$ cat src/rtl/sigma_bank_buffer.sv
// Multi-bank sigma-coefficient buffer: a circular queue of whole-codeword RAM banks
// handed from the Berlekamp-Massey writer to the Chien/Forney reader by commit/release.
module sigma_bank_buffer #(
  parameter int unsigned DATA_W    = 8,
  parameter int unsigned ADDR_W    = 5,
  parameter int unsigned NUM_BANKS = 2
) (
  input  logic              clock,
  input  logic              reset,
  input  logic [DATA_W-1:0] wr_data,
  input  logic [ADDR_W-1:0] wr_addr,
  input  logic              wr_en,
  input  logic [ADDR_W:0]   wr_len,
  input  logic              wr_commit,
  output logic              wr_ready,
  input  logic [ADDR_W-1:0] rd_addr,
  input  logic              rd_en,
  output logic [DATA_W-1:0] rd_q,
  output logic [ADDR_W:0]   rd_len,
  output logic              rd_valid,
  input  logic              rd_release,
  output logic              err_overflow,
  output logic              err_underflow
);

  localparam int unsigned DEPTH = 2 ** ADDR_W;
  localparam int unsigned PTR_W = $clog2(NUM_BANKS);
  localparam int unsigned CNT_W = $clog2(NUM_BANKS + 1);
  localparam logic [PTR_W-1:0] LAST_PTR = PTR_W'(NUM_BANKS - 1);
  localparam logic [CNT_W-1:0] FULL_CNT = CNT_W'(NUM_BANKS);

  logic [DATA_W-1:0] mem_q [NUM_BANKS][DEPTH];
  logic [ADDR_W:0]   len_q [NUM_BANKS];

  logic [PTR_W-1:0]  wr_ptr_q, wr_ptr_d;
  logic [PTR_W-1:0]  rd_ptr_q, rd_ptr_d;
  logic [CNT_W-1:0]  count_q, count_d;
  logic [DATA_W-1:0] rd_q_q, rd_q_d;
  logic              err_overflow_q, err_overflow_d;
  logic              err_underflow_q, err_underflow_d;
  logic              wr_acc, commit_acc, rd_acc, release_acc;

  assign wr_ready      = (count_q != FULL_CNT);
  assign rd_valid      = (count_q != '0);
  assign rd_len        = len_q[rd_ptr_q];
  assign rd_q          = rd_q_q;
  assign err_overflow  = err_overflow_q;
  assign err_underflow = err_underflow_q;

  always_comb begin
    wr_acc      = wr_en && wr_ready;
    commit_acc  = wr_commit && wr_ready;
    rd_acc      = rd_en && rd_valid;
    release_acc = rd_release && rd_valid;

    wr_ptr_d = wr_ptr_q;
    if (commit_acc) begin
      wr_ptr_d = (wr_ptr_q == LAST_PTR) ? '0 : wr_ptr_q + 1'b1;
    end

    rd_ptr_d = rd_ptr_q;
    if (release_acc) begin
      rd_ptr_d = (rd_ptr_q == LAST_PTR) ? '0 : rd_ptr_q + 1'b1;
    end

    // Commit and release together leave the occupancy unchanged.
    count_d = count_q;
    if (commit_acc && !release_acc) begin
      count_d = count_q + 1'b1;
    end else if (release_acc && !commit_acc) begin
      count_d = count_q - 1'b1;
    end

    rd_q_d = rd_q_q;
    if (rd_acc) begin
      rd_q_d = mem_q[rd_ptr_q][rd_addr];
    end

    err_overflow_d  = err_overflow_q || ((wr_en || wr_commit) && !wr_ready);
    err_underflow_d = err_underflow_q || (rd_release && !rd_valid);
  end

  always_ff @(posedge clock) begin
    if (reset) begin
      wr_ptr_q        <= '0;
      rd_ptr_q        <= '0;
      count_q         <= '0;
      rd_q_q          <= '0;
      err_overflow_q  <= 1'b0;
      err_underflow_q <= 1'b0;
      for (int unsigned b = 0; b < NUM_BANKS; b++) begin
        len_q[b] <= '0;
      end
    end else begin
      wr_ptr_q        <= wr_ptr_d;
      rd_ptr_q        <= rd_ptr_d;
      count_q         <= count_d;
      rd_q_q          <= rd_q_d;
      err_overflow_q  <= err_overflow_d;
      err_underflow_q <= err_underflow_d;
      if (commit_acc) begin
        len_q[wr_ptr_q] <= wr_len;
      end
    end
  end

  // Coefficient RAM has no reset so it maps onto plain block RAM.
  always_ff @(posedge clock) begin
    if (!reset && wr_acc) begin
      mem_q[wr_ptr_q][wr_addr] <= wr_data;
    end
  end

endmodule
$ cat config.mk
export PLATFORM = sky130hd
export DESIGN_NAME = sigma_bank_buffer
export DESIGN_NICKNAME = d
export VERILOG_FILES = /design/src/rtl/sigma_bank_buffer.sv
export SDC_FILE = /design/constraint.sdc
export NUM_CORES = 1
export LEC_CHECK = 0
export CAP_MARGIN = 10
export CORE_ASPECT_RATIO = 1.5
export CORE_MARGIN = 8
export CORE_UTILIZATION = 55
export DETAILED_ROUTE_END_ITERATION = 12
export PLACE_DENSITY = 0.72
export SETUP_SLACK_MARGIN = 0.3
export SLEW_MARGIN = 20
export SYNTH_ARGS = -nofsm -noshare
export SYNTH_HDL_FRONTEND = slang
export SYNTH_SLANG_ARGS = --single-unit
$ cat constraint.sdc
create_clock -name clock -period 2.98 [get_ports clock]
set_clock_uncertainty 0.2 [all_clocks]
set_input_delay 0.596 -clock clock [delete_from_list [all_inputs] [get_ports clock]]
set_output_delay 0.596 -clock clock [all_outputs]
set_load 0.1 [all_outputs]
Word-level counts from Yosys, hierarchy flattened

Memory sizes are Yosys's and may differ from the RTL's. A register that Yosys moved wholly into a read port is not among the register bits.
Cells that the tools add are included.

Register bits after elaboration: 14
Memory bits (writable): 524
Bits of input ports: 30
Output and inout port bits: 18
Logic and storage cells: 62
Memories kept: 2

Add/subtract/negate cells: 4
Magnitude comparators: 3
Equality and inequality tests: 1
Muxes and demuxes: 23
Bitwise logic cells: 2
Reduce and logical (&&, ||, !) cells: 21

Memory list:

| name  | depth | bits a word | read ports | clocked after memory_dff | wr ports | RTL line | RTL |
|---|---|---|---|---|---|---|---|
| mem_q | 2     | 256         | 1          | 1                        | 1        | 32       | `logic [DATA_W-1:0] mem_q [NUM_BANKS][DEPTH];` |
| len_q | 2     | 6           | 1          | 1                        | 2        | 33       | `logic [ADDR_W:0] len_q [NUM_BANKS];` |

Operators by type and width:

| kind                                                      | number |
|---|---|
| 2-to-1 mux 256 bit                                        | 1 |
| binary-select mux 8 bit (select 5 bit)                    | 1 |
| demux 8 bit (select 5 bit)                                | 1 |
| 2-to-1 mux 8 bit                                          | 3 |
| 2-to-1 mux 1 bit                                          | 14 |
| greater-or-equal comparator 6 bit (second input constant) | 2 |
| inverter 5 -> 6 bit                                       | 2 |
| logical AND 1 bit                                         | 10 |
| < comparator 6 x 1 -> 1 bit (second input constant)       | 1 |
| 2-to-1 mux 6 bit                                          | 1 |
| OR reduction 6 bit                                        | 1 |
| logical NOT 1 bit                                         | 5 |
| 2-to-1 mux 2 bit                                          | 2 |
| nonzero test 2 bit                                        | 2 |
| logical OR 1 bit                                          | 3 |
| adder 1 bit (second input constant)                       | 2 |
| adder 2 x 1 -> 2 bit (second input constant)              | 1 |
| inequality test 2 bit (second input constant)             | 1 |
| subtractor 2 x 1 -> 2 bit (second input constant)         | 1 |

Longest topological paths before layout

Depth after elaboration: 7
Depth in mapped cells: 9
Depth with buffers taken out: 7

Least setup slack after synthesis

OpenSTA, ideal clock, no wires.

Path kind: register to register
Start point: reg count_q[0]
End point: mem mem_q[1][10] in the netlist's numbering (enable)
Setup time: 370 ps
Arrival time: 2,535 ps
Required time: 2,410 ps
Setup slack: -125 ps
Stages on the path, launching flop included: 5
Path buffers: 0
Clock period less this slack: 3,105 ps
Path through: dfxtp_1 -> nand2b_1 -> nor4bb_1 -> nand3_1 -> nor2_1

Longest elaborated chain between the ends: 5

RTL lines:

| element                                  | RTL line | RTL |
|---|---|---|
| from (decl)                              | 37       | `logic [CNT_W-1:0] count_q, count_d;` |
| from (signal assigned)                   | 97       | `count_q <= count_d;` |
| inequality test 2 bit                    | 43       | `assign wr_ready = (count_q != FULL_CNT);` |
| via wr_ready                             | 15       | `output logic wr_ready,` |
| logical AND 1 bit                        | 51       | `wr_acc = wr_en && wr_ready;` |
| logical AND 1 bit                        | 109      | `if (!reset && wr_acc) begin` |
| 2-to-1 mux 1 bit                         | 109      |  |
| 2-to-1 mux 256 bit (not written as such) | 110      | `mem_q[wr_ptr_q][wr_addr] <= wr_data;` |
| to (decl)                                | 32       |  |

The timed path passes the listed nets, and every way through them passes these cells.

==> impl.org <==
** Synthesis
- Synth Area in Simple Gates :: 0.0358
- Count of flip-flops with a built-in enable after synthesis :: 524
- Synthesis produced a netlist with a net count of 1007.
- Number of synthesis warnings :: 0
- For this run, asynchronously set or reset flops after synthesis account for 0.
- Dominant synthesized flop cell :: sky130_fd_sc_hd__edfxtp_1
- Share of cell area taken by muxes after synthesis :: 0.167
- By instance count, the leading cell after synthesis is sky130_fd_sc_hd__edfxtp_1.
- Compound-Gate Fraction of Synth Area :: 0.0151
- The biggest area contributor in the post-synthesis netlist is sky130_fd_sc_hd__edfxtp_1.
- Yosys cell types :: 44
- After synthesis, the mean cell area works out to 21.5 um2.
- Of the synthesized area, sequential elements account for 0.764.
- Flop and latch count out of synthesis :: 539
- Xor/xnor share of the synthesized area :: 0.00167
- By area, the combinational part of the netlist is dominated by multiplexers.
- Synth area leaders :: sky130_fd_sc_hd__edfxtp_1 75%, sky130_fd_sc_hd__mux4_2 15%, sky130_fd_sc_hd__nor2_1 1.5%, sky130_fd_sc_hd__dfxtp_1 1.4%, sky130_fd_sc_hd__mux2i_1 1.0%
- Area share of fa/ha/maj cells after synthesis :: 0.000596
- Number of instances in the synthesized netlist :: 976
- Top cell types by occurrence after synthesis :: 524 x sky130_fd_sc_hd__edfxtp_1, 142 x sky130_fd_sc_hd__mux4_2, 86 x sky130_fd_sc_hd__nor2_1
- Area share of the leading cell type in the synthesized netlist :: 0.750
- Cell area after synthesis :: 21000 um2

** Global routing
- The via count of the first global-routing pass is 10600.
- Overall track demand over capacity in global routing :: 0.205
- Largest net degree at the start of global routing :: 65
- First-pass GRT wire length :: 67.2 mm
- The total overflow left after global routing is 0.
- Initial antenna violation count :: 0

** Power
- In this run the power density over the cells is 722 nW/um2.
- The worst-case IR drop observed on VDD is 0.537 mV.
- Summed over all nets, the switching power comes to 4.43 mW.
- Fraction of power spent switching nets :: 0.250
- Power share of the combinational group :: 0.184
- Cell internal pwr :: 13.3 mW
- Total leakage power :: 7.97 nW
- Of the total power, registers draw 0.480.
- Fraction of power consumed by the clock network :: 0.336

** Worst setup path
- Worst path required time :: 3.18 ns
- Crit Path Class :: reg2reg
- Worst path arrival time :: 2.90 ns
- Sort of element at the start of the critical path :: register
- Max FO, Critical Path :: 16
- The worst setup path is captured at a register.

** Clocking
- In this run, CTS created clock tree buffers numbering 47.
- The tree built by TritonCTS fans out to 539 sinks.
- Worst-path clk slew :: 0.07 ns
- In this run the deepest clock path goes through 3 buffers.
- The clock reaches the later pin of the worst-skew pair after 0.57 ns.
- Clock tree from TritonCTS :: yes
- Master cell of the clock root buffer :: sky130_fd_sc_hd__clkbuf_16
- In this run the number of H-tree levels came out at 2.

** Floorplan
- Y dimension of the die :: 255 um
- Initial core utilization :: 0.557
- After floorplanning, the core was sized to cover 37700 um2.
- The die covers 44800 um2.
- During I/O placement, the number of pins put on the boundary was 48.
- Floorplan row count :: 87
- The die is 175 um wide.

** Cells and area
- Post-route core utilization :: 0.652
- Number of nets in the layout :: 1185
- Footprint of the multi-input gates :: 4640 um2
- In the final layout, the share of cells above drive strength 1 is 0.325.
- The finished layout holds 1681 standard cells, fillers aside.
- The repair_antennas step left the layout with diodes totalling 0.
- Total of fill cells in the finished design :: 2492
- Relative area change from synthesis to final layout :: 17.0%
- Storage element area :: 16000 um2

** Worst hold path
- Hold crit path type :: in2reg

** Routing
- DR WL/cell :: 27.0 um
- The count of nets left with antenna violations once routing finished came out at 0.
- After the first detailed-routing iteration, the DRC count stood at 921.
- Remaining DRCs :: 0
- DR vias :: 10200
- Dividing the detail-routed via count by the number of cells gives 6.04.
- First-pass DRT Iterations :: 5
- DRT Wirelength :: 45.4 mm

** Placed design
- In this run the tool buffered the top-level ports with 47 buffer cells.
- Final GP Congestion :: 0.867
- Detailed placement HPWL :: 29.2 mm
- Number of placed cells counting well taps :: 1577

** STA
- Setup violations remaining at the end of the flow were counted as 0.
- Setup repair after global routing left no endpoint under its margin.
- For the pin with the worst max-slew slack, the measured transition is 0.800 ns.
- Highest attainable clock frequency :: 0.370 GHz
- Counting I/O delays and the setup requirement, the final critical path takes 2.70 ns.
- Dividing the final minimum period by the clock period gives 0.906.
- Final number of max-transition violations :: 0
- Max-Slew Margin vs Limit :: 0.467
- The number of hold violations in the final report came to 0.

** Job
- Number of maximum-capacitance violations :: 0

** Outcome
- Result of the run :: complete, no violations
-- layer usage --
layer / vias to the layer above / GRT usage / routed length [um]
met4: 0 / 0.0821 / 1780
met5: - / 0 / 0
met1: 5340 / 0.250 / 17200
met3: 91 / 0.0356 / 2560
li1: 4390 / - / -
met2: 331 / 0.360 / 23900
-- power by group through the flow --
stage / logic [mW] / clock network [mW] / registers [mW]
after CTS: 3.02 / 6.04 / 8.51
after global placement: 2.92 / 0 / 8.67
final: 3.26 / 5.96 / 8.51
after detailed placement: 2.95 / 0 / 8.67
after floorplan: 1.92 / 0 / 8.83
after global routing: 3.42 / 6.30 / 8.51
-- area by class of cell --
| class | count | share of cell area |
|---|---|---|
| Multi-Input combinational cell | 375 | 0.189 |
| Sequential cell | 539 | 0.653 |
| Timing Repair Buffer | 179 | 0.0698 |
| Tap cell | 489 | 0.0249 |
| Clock inverter | 27 | 0.00968 |
| Inverter | 12 | 0.00183 |
| Clock buffer | 60 | 0.0516 |
-- final timing paths --
| check | end | depth (start not counted) | slack [ns] | from |
|---|---|---|---|---|
| min reg2reg | err_underflow | 2 | 0.29 | err_underflow |
| max reg2reg | rd_q[3] | 8 | 0.28 | register |
| min | mem_q[0][217] | 1 | 0.09 | wr_data[1] |
| max | rd_q[3] | 8 | 0.28 | register |
-- critical path: stages (launching register included) --
cell,delay (ns)
sky130_fd_sc_hd__dfxtp_4,0.42
sky130_fd_sc_hd__buf_12,0.13
sky130_fd_sc_hd__buf_16,0.17
sky130_fd_sc_hd__buf_4,0.21
sky130_fd_sc_hd__mux4_2,0.50
sky130_fd_sc_hd__mux2i_1,0.28
sky130_fd_sc_hd__o22ai_1,0.18
sky130_fd_sc_hd__a21oi_1,0.28
sky130_fd_sc_hd__o221ai_1,0.15
-- logic make-up after synthesis --
| family | count (synthesis) |
|---|---|
| flip-flops | 539 |
| XOR/XNOR | 4 |
| adder cells (fa/ha/maj) | 1 |
| AO/OA/AOI/OAI | 43 |
| AND/OR/NAND/NOR | 156 |
| buffers and inverters | 62 |
| multiplexers | 171 |
-- through the flow --
stage	hold slack, ns	area, um2	setup slack (ns)	power [mW]	TNS, ns
final	0.0938	24600	0.279	17.7	0
after global routing	0.0867	24600	0.300	18.2	0
after CTS	0.0732	24300	0.317	17.6	0
after detailed placement	0.276	22800	-0.184	11.6	-0.261
after global placement	0.252	22800	-0.257	11.6	-0.287
after floorplan	0.272	21000	0.311	10.7	0
-- layout by cell type, fill, tap and decap left out, types with 3 or more instances in the layout --
master	count
sky130_fd_sc_hd__a2111oi_0	6
sky130_fd_sc_hd__a211oi_1	3
sky130_fd_sc_hd__a21oi_1	7
sky130_fd_sc_hd__and2_1	12
sky130_fd_sc_hd__buf_12	18
sky130_fd_sc_hd__buf_16	3
sky130_fd_sc_hd__buf_2	9
sky130_fd_sc_hd__buf_4	127
sky130_fd_sc_hd__bufinv_16	4
sky130_fd_sc_hd__clkbuf_1	11
sky130_fd_sc_hd__clkbuf_16	51
sky130_fd_sc_hd__clkdlybuf4s50_1	19
sky130_fd_sc_hd__clkinv_1	10
sky130_fd_sc_hd__clkinv_2	8
sky130_fd_sc_hd__clkinvlp_4	3
sky130_fd_sc_hd__dfxtp_1	14
sky130_fd_sc_hd__edfxtp_1	524
sky130_fd_sc_hd__inv_1	12
sky130_fd_sc_hd__mux2_2	7
sky130_fd_sc_hd__mux2i_1	21
sky130_fd_sc_hd__mux4_2	142
sky130_fd_sc_hd__nand2_1	12
sky130_fd_sc_hd__nand3_1	5
sky130_fd_sc_hd__nand3b_1	3
sky130_fd_sc_hd__nor2_1	86
sky130_fd_sc_hd__nor2b_1	19
sky130_fd_sc_hd__o221ai_1	7
sky130_fd_sc_hd__o22ai_1	8
sky130_fd_sc_hd__or3_1	3
sky130_fd_sc_hd__xor2_1	4
-- flip-flops by register name, summed over array words and instances (netlist names), named ones only --
name / flops
mem_q: 512
len_q: 12
rd_q: 8
count_q: 2
err_overflow: 1
err_underflow: 1
rd_ptr_q: 1
wr_ptr_q: 1
-- repair_timing --
| action | CTS | global route |
|---|---|---|
| gates resized for setup | 2 | 6 |
| hold buffers | 0 | 0 |
| setup endpoints to repair | 7 | 6 |
| cloned | 1 | 2 |
| pin swaps | 0 | 0 |
| setup buffers | 0 | 14 |
(Power assumes the default switching activity.)
